## config.mk

```make
export PLATFORM = sky130hd
export DESIGN_NAME = axi_lite_gpio
export DESIGN_NICKNAME = d
export VERILOG_FILES = /design/src/rtl/axi_lite_gpio.sv
export SDC_FILE = /design/constraint.sdc
export NUM_CORES = 1
export LEC_CHECK = 0
export ABC_AREA = 0
export BUFFER_PORTS_ARGS = -buffer_cell sky130_fd_sc_hd__buf_2
export CAP_MARGIN = 10
export CELL_PAD_IN_SITES_DETAIL_PLACEMENT = 1
export CELL_PAD_IN_SITES_GLOBAL_PLACEMENT = 2
export CORE_ASPECT_RATIO = 1.1
export CORE_MARGIN = 2
export CORE_UTILIZATION = 25
export DETAILED_ROUTE_END_ITERATION = 16
export PLACE_DENSITY = 0.73
export SKIP_CTS_REPAIR_TIMING = 1
export SLEW_MARGIN = 20
export SYNTH_ARGS = -nofsm -noshare
export SYNTH_HDL_FRONTEND = slang
export SYNTH_SLANG_ARGS = --single-unit
```

## constraint.sdc

```tcl
create_clock -name clk -period 2.1 [get_ports clk]
set_input_delay 0.105 -clock clk [delete_from_list [all_inputs] [get_ports clk]]
set_output_delay 0.105 -clock clk [all_outputs]
set_load 0.005 [all_outputs]
```

## src/rtl/axi_lite_gpio.sv

```systemverilog
// AXI-Lite GPIO: LED register, synchronized buttons with per-bit rising-edge interrupts.
// Optional per-button debounce is enabled by defining GPIO_DEBOUNCE_EN.
module axi_lite_gpio #(
  parameter logic [15:0] DEBOUNCE_CYCLES = 16'd50000
) (
  input  logic        clk,
  input  logic        resetn,
  input  logic [3:0]  awaddr,
  input  logic        awvalid,
  output logic        awready,
  input  logic [31:0] wdata,
  input  logic [3:0]  wstrb,
  input  logic        wvalid,
  output logic        wready,
  output logic [1:0]  bresp,
  output logic        bvalid,
  input  logic        bready,
  input  logic [3:0]  araddr,
  input  logic        arvalid,
  output logic        arready,
  output logic [31:0] rdata,
  output logic [1:0]  rresp,
  output logic        rvalid,
  input  logic        rready,
  output logic [7:0]  led,
  input  logic [3:0]  btn,
  output logic        irq,
  input  logic        eoi
);

  typedef enum logic {W_IDLE, W_RESP} w_state_t;
  typedef enum logic {R_IDLE, R_DATA} r_state_t;

  localparam logic [1:0] A_LED  = 2'd0;
  localparam logic [1:0] A_BTN  = 2'd1;
  localparam logic [1:0] A_STAT = 2'd2;
  localparam logic [1:0] A_MASK = 2'd3;

  localparam logic [1:0] RESP_OKAY   = 2'b00;
  localparam logic [1:0] RESP_SLVERR = 2'b10;

  w_state_t    w_state, w_next;
  r_state_t    r_state, r_next;
  logic        ready_en;
  logic [1:0]  gate_cnt;
  logic [3:0]  irq_mask, irq_status, status_d, clr, btn_rise;
  logic [3:0]  sync1, sync2, btn_q, btn_prev;
  logic [1:0]  w_addr, r_addr;
  logic        w_fire, r_fire;
  logic [31:0] rd_mux;
  logic        unused_ok;

  assign w_addr = awaddr[3:2];
  assign r_addr = araddr[3:2];

  // ready_en keeps every ready low while in reset and for the first cycle after it
  assign w_fire = (w_state == W_IDLE) && ready_en && awvalid && wvalid;
  assign r_fire = (r_state == R_IDLE) && ready_en && arvalid;

  assign unused_ok = ^{wdata[31:8], wstrb[3:1], awaddr[1:0], araddr[1:0], DEBOUNCE_CYCLES};

  // ---------------- write FSM ----------------
  always_ff @(posedge clk or negedge resetn) begin
    if (!resetn) w_state <= W_IDLE;
    else         w_state <= w_next;
  end

  always_comb begin
    w_next = w_state;
    unique case (w_state)
      W_IDLE: if (w_fire) w_next = W_RESP;
      W_RESP: if (bready) w_next = W_IDLE;
    endcase
  end

  always_comb begin
    awready = 1'b0;
    wready  = 1'b0;
    bvalid  = 1'b0;
    unique case (w_state)
      W_IDLE: begin
        awready = w_fire;
        wready  = w_fire;
      end
      W_RESP: bvalid = 1'b1;
    endcase
  end

  // ---------------- read FSM ----------------
  always_ff @(posedge clk or negedge resetn) begin
    if (!resetn) r_state <= R_IDLE;
    else         r_state <= r_next;
  end

  always_comb begin
    r_next = r_state;
    unique case (r_state)
      R_IDLE: if (r_fire) r_next = R_DATA;
      R_DATA: if (rready) r_next = R_IDLE;
    endcase
  end

  always_comb begin
    arready = 1'b0;
    rvalid  = 1'b0;
    unique case (r_state)
      R_IDLE: arready = ready_en;
      R_DATA: rvalid  = 1'b1;
    endcase
  end

  assign rresp = RESP_OKAY;

  always_comb begin
    rd_mux = '0;
    unique case (r_addr)
      A_LED:  rd_mux[7:0] = led;
      A_BTN:  rd_mux[3:0] = btn_q;
      A_STAT: rd_mux[3:0] = irq_status;
      A_MASK: rd_mux[3:0] = irq_mask;
    endcase
  end

  always_ff @(posedge clk or negedge resetn) begin
    if (!resetn)     rdata <= '0;
    else if (r_fire) rdata <= rd_mux;
  end

  // ---------------- registers ----------------
  always_ff @(posedge clk or negedge resetn) begin
    if (!resetn) begin
      led      <= '0;
      irq_mask <= '0;
      bresp    <= '0;
    end else if (w_fire) begin
      bresp <= (w_addr == A_BTN) ? RESP_SLVERR : RESP_OKAY;
      if (wstrb[0]) begin
        unique case (w_addr)
          A_LED:   led      <= wdata[7:0];
          A_MASK:  irq_mask <= wdata[3:0];
          default: ;
        endcase
      end
    end
  end

  // Clear sources (W1C and eoi) merge first; a same-cycle edge is OR-ed in last so it wins.
  always_comb begin
    clr = '0;
    if (w_fire && (w_addr == A_STAT) && wstrb[0]) clr = wdata[3:0];
    if (eoi) clr = '1;
    btn_rise = btn_q & ~btn_prev & {4{gate_cnt == 2'd3}};
    status_d = (irq_status & ~clr) | btn_rise;
  end

  always_ff @(posedge clk or negedge resetn) begin
    if (!resetn) begin
      irq_status <= '0;
      irq        <= 1'b0;
    end else begin
      irq_status <= status_d;
      irq        <= |(irq_status & irq_mask);
    end
  end

  // ---------------- button path ----------------
  // Edge detect stays gated until the synchronizer has flushed its reset zeros,
  // so buttons already held at release never look like a fresh press.
  always_ff @(posedge clk or negedge resetn) begin
    if (!resetn) begin
      sync1    <= '0;
      sync2    <= '0;
      btn_prev <= '0;
      gate_cnt <= '0;
      ready_en <= 1'b0;
    end else begin
      sync1    <= btn;
      sync2    <= sync1;
      btn_prev <= btn_q;
      ready_en <= 1'b1;
      if (gate_cnt != 2'd3) gate_cnt <= gate_cnt + 2'd1;
    end
  end

`ifdef GPIO_DEBOUNCE_EN
  logic [15:0] db_cnt [4];

  always_ff @(posedge clk or negedge resetn) begin
    if (!resetn) begin
      btn_q <= '0;
      for (int unsigned i = 0; i < 4; i++) db_cnt[i] <= '0;
    end else begin
      for (int unsigned i = 0; i < 4; i++) begin
        if (sync2[i] != btn_q[i]) begin
          if (db_cnt[i] + 16'd1 >= DEBOUNCE_CYCLES) begin
            btn_q[i]  <= sync2[i];
            db_cnt[i] <= '0;
          end else begin
            db_cnt[i] <= db_cnt[i] + 16'd1;
          end
        end else begin
          db_cnt[i] <= '0;
        end
      end
    end
  end
`else
  assign btn_q = sync2;
`endif

endmodule

```

==> results of run 1 <==
## synth_stat cells (all sizes together) (2+ instances only)
library cell  count  area (um^2)
o22a              2         17.5
conb              2         7.51
nor2              3         11.3
mux2             17          221
buf              29          221
a22oi             2         15.0
nand3b            4         30.0
clkbuf            2         7.51
o21bai            2         15.0
dfrtp            43         1080
nand2            12         45.0
mux4              4         90.1
inv               3         11.3
o21ai            11         55.1
nand2b            5         31.3
## registers in the layout, summed over array words and instances, names as in the netlist
| name | count |
|---|---|
| led | 8 |
| rdata | 8 |
| btn_prev | 4 |
| btn_q | 4 |
| irq_mask | 4 |
| irq_status | 4 |
| sync1 | 4 |
| gate_cnt | 2 |
| bresp | 1 |
| irq | 1 |
| r_state | 1 |
| ready_en | 1 |
| w_state | 1 |
## layout make-up
| cell class | instances | share of cell area, % |
|---|---|---|
| sequential | 43 | 46.2 |
| multi-input combinational | 96 | 30.3 |
| timing repair buffer | 56 | 13.7 |
| tap | 105 | 5.64 |
| clock buffer | 6 | 3.11 |
| clock inverter | 2 | 0.537 |
| inverter | 3 | 0.483 |
## metal layers
layer / up-vias / GRT usage [%]
met4: 0 / 3.85
met1: 563 / 10.7
li1: 559 / -
met5: - / 0
met3: 5 / 3.60
met2: 53 / 14.3
## how the worst max path moves through the flow
stage / start / endpoint / slack [ns] / cells after the start
after detailed placement: w_state / led[3] / 0.37 / 3
after floorplan: w_state / led[0] / 0.43 / 4
after global routing: w_state / led[6] / 0.31 / 3
after CTS: w_state / led[6] / 0.35 / 3
final: w_state / led[6] / 0.36 / 3
after global placement: w_state / led[6] / 0.37 / 3
## per-stage QoR
stage | worst slack (ns) | power, mW
finish | 0.363 | 1.83
global placement | 0.372 | 1.32
detailed placement | 0.366 | 1.33
floorplan | 0.427 | 1.21
CTS | 0.346 | 1.86
global route | 0.307 | 1.95
## power groups by stage
stage	sequential [mW]	clock [mW]	combinational, mW
after floorplan	1.01	0	0.198
after global placement	1.02	0	0.307
after detailed placement	1.02	0	0.312
after CTS	1.00	0.539	0.313
after global routing	1.02	0.576	0.354
final	1.00	0.509	0.316
## critical path: stages (launching register included)
cell and delay, ns:
dfrtp_1 0.40, nand4b_4 0.22, or4b_4 0.67, mux2_4 0.33
## kinds of logic (layout without fill, tap and decap cells)
kind of cell / count (synthesis) / after routing / synth area share (%)
adders and majority gates: 1 / 1 / 0.650
other: 2 / 28 / 0.390
DFF: 43 / 43 / 55.9
and+or+nand+nor: 28 / 28 / 8.64
AOI/OAI and AO/OA: 17 / 17 / 5.33
muxes: 21 / 21 / 16.2
xor gates and xnor gates: 1 / 1 / 0.455
buffers and inverters: 34 / 67 / 12.5
==> results_dict.tcl, run 1 <==
set metrics [dict create \
    num-nets-final 262 \
    clock-sinks 43 \
    syn-cell-area_um2 1930 \
    worst_setup_path_end_kind "register" \
    layout_common_cells "47 x buf_2, 43 x dfrtp_1, 28 x conb_1" \
    vdd_drop_max_mv 0.252 \
    r2r_start "w_state" \
    routed.top_layer "met4" \
    track_usage_pct 8.98 \
    place_inst 296 \
    wl_per_cell_um 11.7 \
    antenna_cells 0 \
    met2_wirelength_mm 1.69 \
    p_sw_share_pct 25.8 \
    grt_start_max_net_pins 22 \
    antenna_left 0 \
    areaGrowthSynthToFinish_pct 21.1 \
    avgSynthCellArea_um2 13.1 \
    fp.dieH_um 96.0 \
    finalInstanceArea_um2 2330 \
    dieArea_um2 8420 \
    wl_met1_mm 1.59 \
    maxCapViolations 0 \
    htreeDepth 2 \
    dr.pass1.iters 2 \
    place.gp.congestion 0.739 \
    antenna_found_initial 0 \
    start_kind "register" \
    synthArstFlopShare_pct 100 \
    pin_count 106 \
    cts-root-buf "clkbuf_8" \
    whs_endpoint "led[6]" \
    fin_tns_setup_ns 0 \
    dpl_cell_area_um2 2180 \
    power.switching_mw 0.471 \
    reg2reg_slack_ns 0.36 \
    ys_warn_count 0 \
    drive_above_1_share_pct 38.3 \
    status "finished, final reports clean" \
    fin_util_pct 31.2 \
    crit_fanout 8 \
    rr_worst_depth 3 \
    grt_pass1_vias 1177 \
    num_rows 33 \
    io_buffers 47 \
    crit_required_ns 2.28 \
    seqPwrFrac_pct 54.8 \
    overflow 0 \
    routed-wl-met3_um 309 \
    fmax_ghz 0.576 \
    leakage_nw 1.17 \
    final_cells 311 \
    clkPwrFrac_pct 27.9 \
    synth_edf_count 0 \
    cp.arrival_ns 1.92 \
    place_hpwl_mm 2.84 \
    drt_wl_total_mm 3.64 \
    min_period_ns 1.74 \
    hold_slack_ns 0.0421 \
    internal_power_mw 1.36 \
    cts_made_buffers 5 \
    regArea_um2 1080 \
    fin_crit_sh_pct 82.7 \
    synth.ff_latch_count 43 \
    clk_pin_slew_worst_paths_ns 0.08 \
    initial_utilization_pct 25.8 \
    finalSetupViolations 0 \
    p_per_area_nw_per_um2 784 \
    vias_per_cell 3.79 \
    drc_errors 0 \
    grt_setup_unrepaired "false" \
    synthCells 147 \
    final.setup_skew_ns 0.00747 \
    grt_first_pass_wirelength_mm 5.67 \
    layout_commonest_cell "buf_2" \
    nFillCells 847 \
    hold_viol_final 0 \
    ys.flop_type "dfrtp_1" \
    vias 1180 \
    die_w_um 87.7 \
    clkLatencyLatePin_ns 0.29 \
    hold_depth 2 \
    p_comb_share_pct 17.3 \
    slew_violations 0 \
    synth-seq-area-share_pct 55.9 \
    core-area_um2 7470 \
    cts_tree "done" \
    rr_endpoint "led[6]" \
    worstHoldStart "wdata[6]" \
    synth_cell_types 23 \
    drt_first_iter_violations 24 \
    multiInputGateArea_um2 707 \
    hold_path.class "primary input to register" \
    critPathKind "register to register" \
    clockBufferDepth 2 \
]
No activity file was read; power rests on OpenSTA's default activity.
==> run 2: changes to the inputs <==
- CORE_UTILIZATION: 25 -> 24
- PLACE_DENSITY: 0.73 -> 0.74
- clock period: 2.1 -> 1.4 ns (I/O delays scaled with it)
==> run 2 against run 1 <==
Effect of this change: the run now ends with setup timing left; sequential power grew 50%; cell count is 3.2% higher; register-to-register slack got worse by 0.58 ns; first-iteration DRC count decreased by 42%; routed wire length is 1.5% higher; via count grew 3.2%.
==> results_dict.tcl, run 2 (synthesis results as in run 1) <==
set metrics [dict create \
    status "complete, but fails checks" \
    violations "setup timing" \
    place_hpwl_mm 2.91 \
    crit_required_ns 1.57 \
    critPathKind "register to register" \
    hold_path.class "primary input to register" \
    clkLatencyLatePin_ns 0.28 \
    core-area_um2 7870 \
    antenna_left 0 \
    fp.dieH_um 97.9 \
    top_regs "led x8, rdata x8" \
    place.gp.congestion 0.745 \
    clock-sinks 43 \
    layout_commonest_cell "buf_2" \
    grt_start_max_net_pins 28 \
    min_period_ns 1.62 \
    antenna_cells 0 \
    cts-root-buf "clkbuf_8" \
    areaGrowthSynthToFinish_pct 26.3 \
    track_usage_pct 8.40 \
    total_power_mw 2.83 \
    cts_made_buffers 5 \
    hold_viol_final 0 \
    clk_pin_slew_worst_paths_ns 0.08 \
    initial_utilization_pct 24.5 \
    finalSetupViolations 14 \
    grt_setup_unrepaired "true" \
    clockBufferDepth 2 \
    cts_tree "done" \
    die_w_um 89.4 \
    place_inst 303 \
    vias 1218 \
    drt_first_iter_violations 14 \
    htreeDepth 2 \
    grt_pass1_vias 1174 \
    vias_per_cell 3.79 \
    grt_first_pass_wirelength_mm 5.61 \
    dp_slack_ns -0.215 \
    wl_per_cell_um 11.5 \
    drt_wl_total_mm 3.70 \
    worst_setup_path_end_kind "register" \
    drive_above_1_share_pct 41.8 \
    num-nets-final 269 \
    crit_fanout 8 \
    antenna_found_initial 0 \
    final_cells 321 \
    overflow 0 \
    fin_crit_sh_pct 115 \
    leakage_nw 1.22 \
    vdd_drop_max_mv 0.339 \
    cp.arrival_ns 1.79 \
    drc_errors 0 \
    maxCapViolations 0 \
    io_buffers 47 \
    p_per_area_nw_per_um2 1160 \
    num_rows 34 \
    layout_common_cells "47 x buf_2, 43 x dfrtp_1, 28 x conb_1" \
    start_kind "register" \
    slew_violations 0 \
    nFillCells 883 \
    fin_ws_ns -0.216 \
    pin_count 106 \
    fmax_ghz 0.619 \
    fin_tns_setup_ns -2.00 \
    dr.pass1.iters 4 \
    dieArea_um2 8760 \
    final.setup_skew_ns 0.00380 \
]
## run 2: worst paths after layout
check	start	endpoint	slack (ns)	depth (start not counted)
max in group asynchronous	resetn	irq_mask[2]	0.69	3
min reg2reg	sync1[0]	btn_q[0]	0.35	0
max	w_state	led[4]	-0.22	3
min	wdata[5]	led[5]	0.01	2
max reg2reg	w_state	led[4]	-0.22	3
min in group asynchronous	resetn	led[6]	0.24	2
## run 2: critical path, stage by stage, from the launching register on
cell and delay (ns):
dfrtp_1 0.38, nand4b_4 0.18, or4b_4 0.61, mux2_4 0.34
## run 2: report_power, final
group / switching [mW] / internal, mW
registers: 0.0990 / 1.40
logic: 0.204 / 0.300
clock network: 0.377 / 0.450
## run 2: layout make-up
cell class / count / area, um^2 / area share (%)
flip-flops and latches: 43 / 1080 / 44.2
well taps: 108 / 135 / 5.56
multi-input cells: 96 / 717 / 29.5
clock buffers: 8 / 100 / 4.12
inverters: 3 / 11.3 / 0.463
repair buffers: 63 / 393 / 16.2
## run 2: through the flow
step | hold WS, ns | area [um^2] | util, %
4_1_cts | -0.298 | 2320 | 29.5
5_1_grt | 0.00453 | 2430 | 30.9
2_1_floorplan | -0.226 | 2030 | -
3_3_place_gp | 0.0185 | 2220 | 28.2
6_report | 0.0150 | 2430 | 30.9
3_5_place_dp | 0.0187 | 2220 | 28.2
## run 2: metal layers
layer | track usage, % | part of all wire [%] | vias to the layer above
li1 | - | - | 571
met3 | 2.70 | 8.4 | 4
met5 | 0 | 0 | -
met1 | 10.5 | 43 | 583
met2 | 13.6 | 47 | 60
met4 | 2.76 | 0.89 | 0
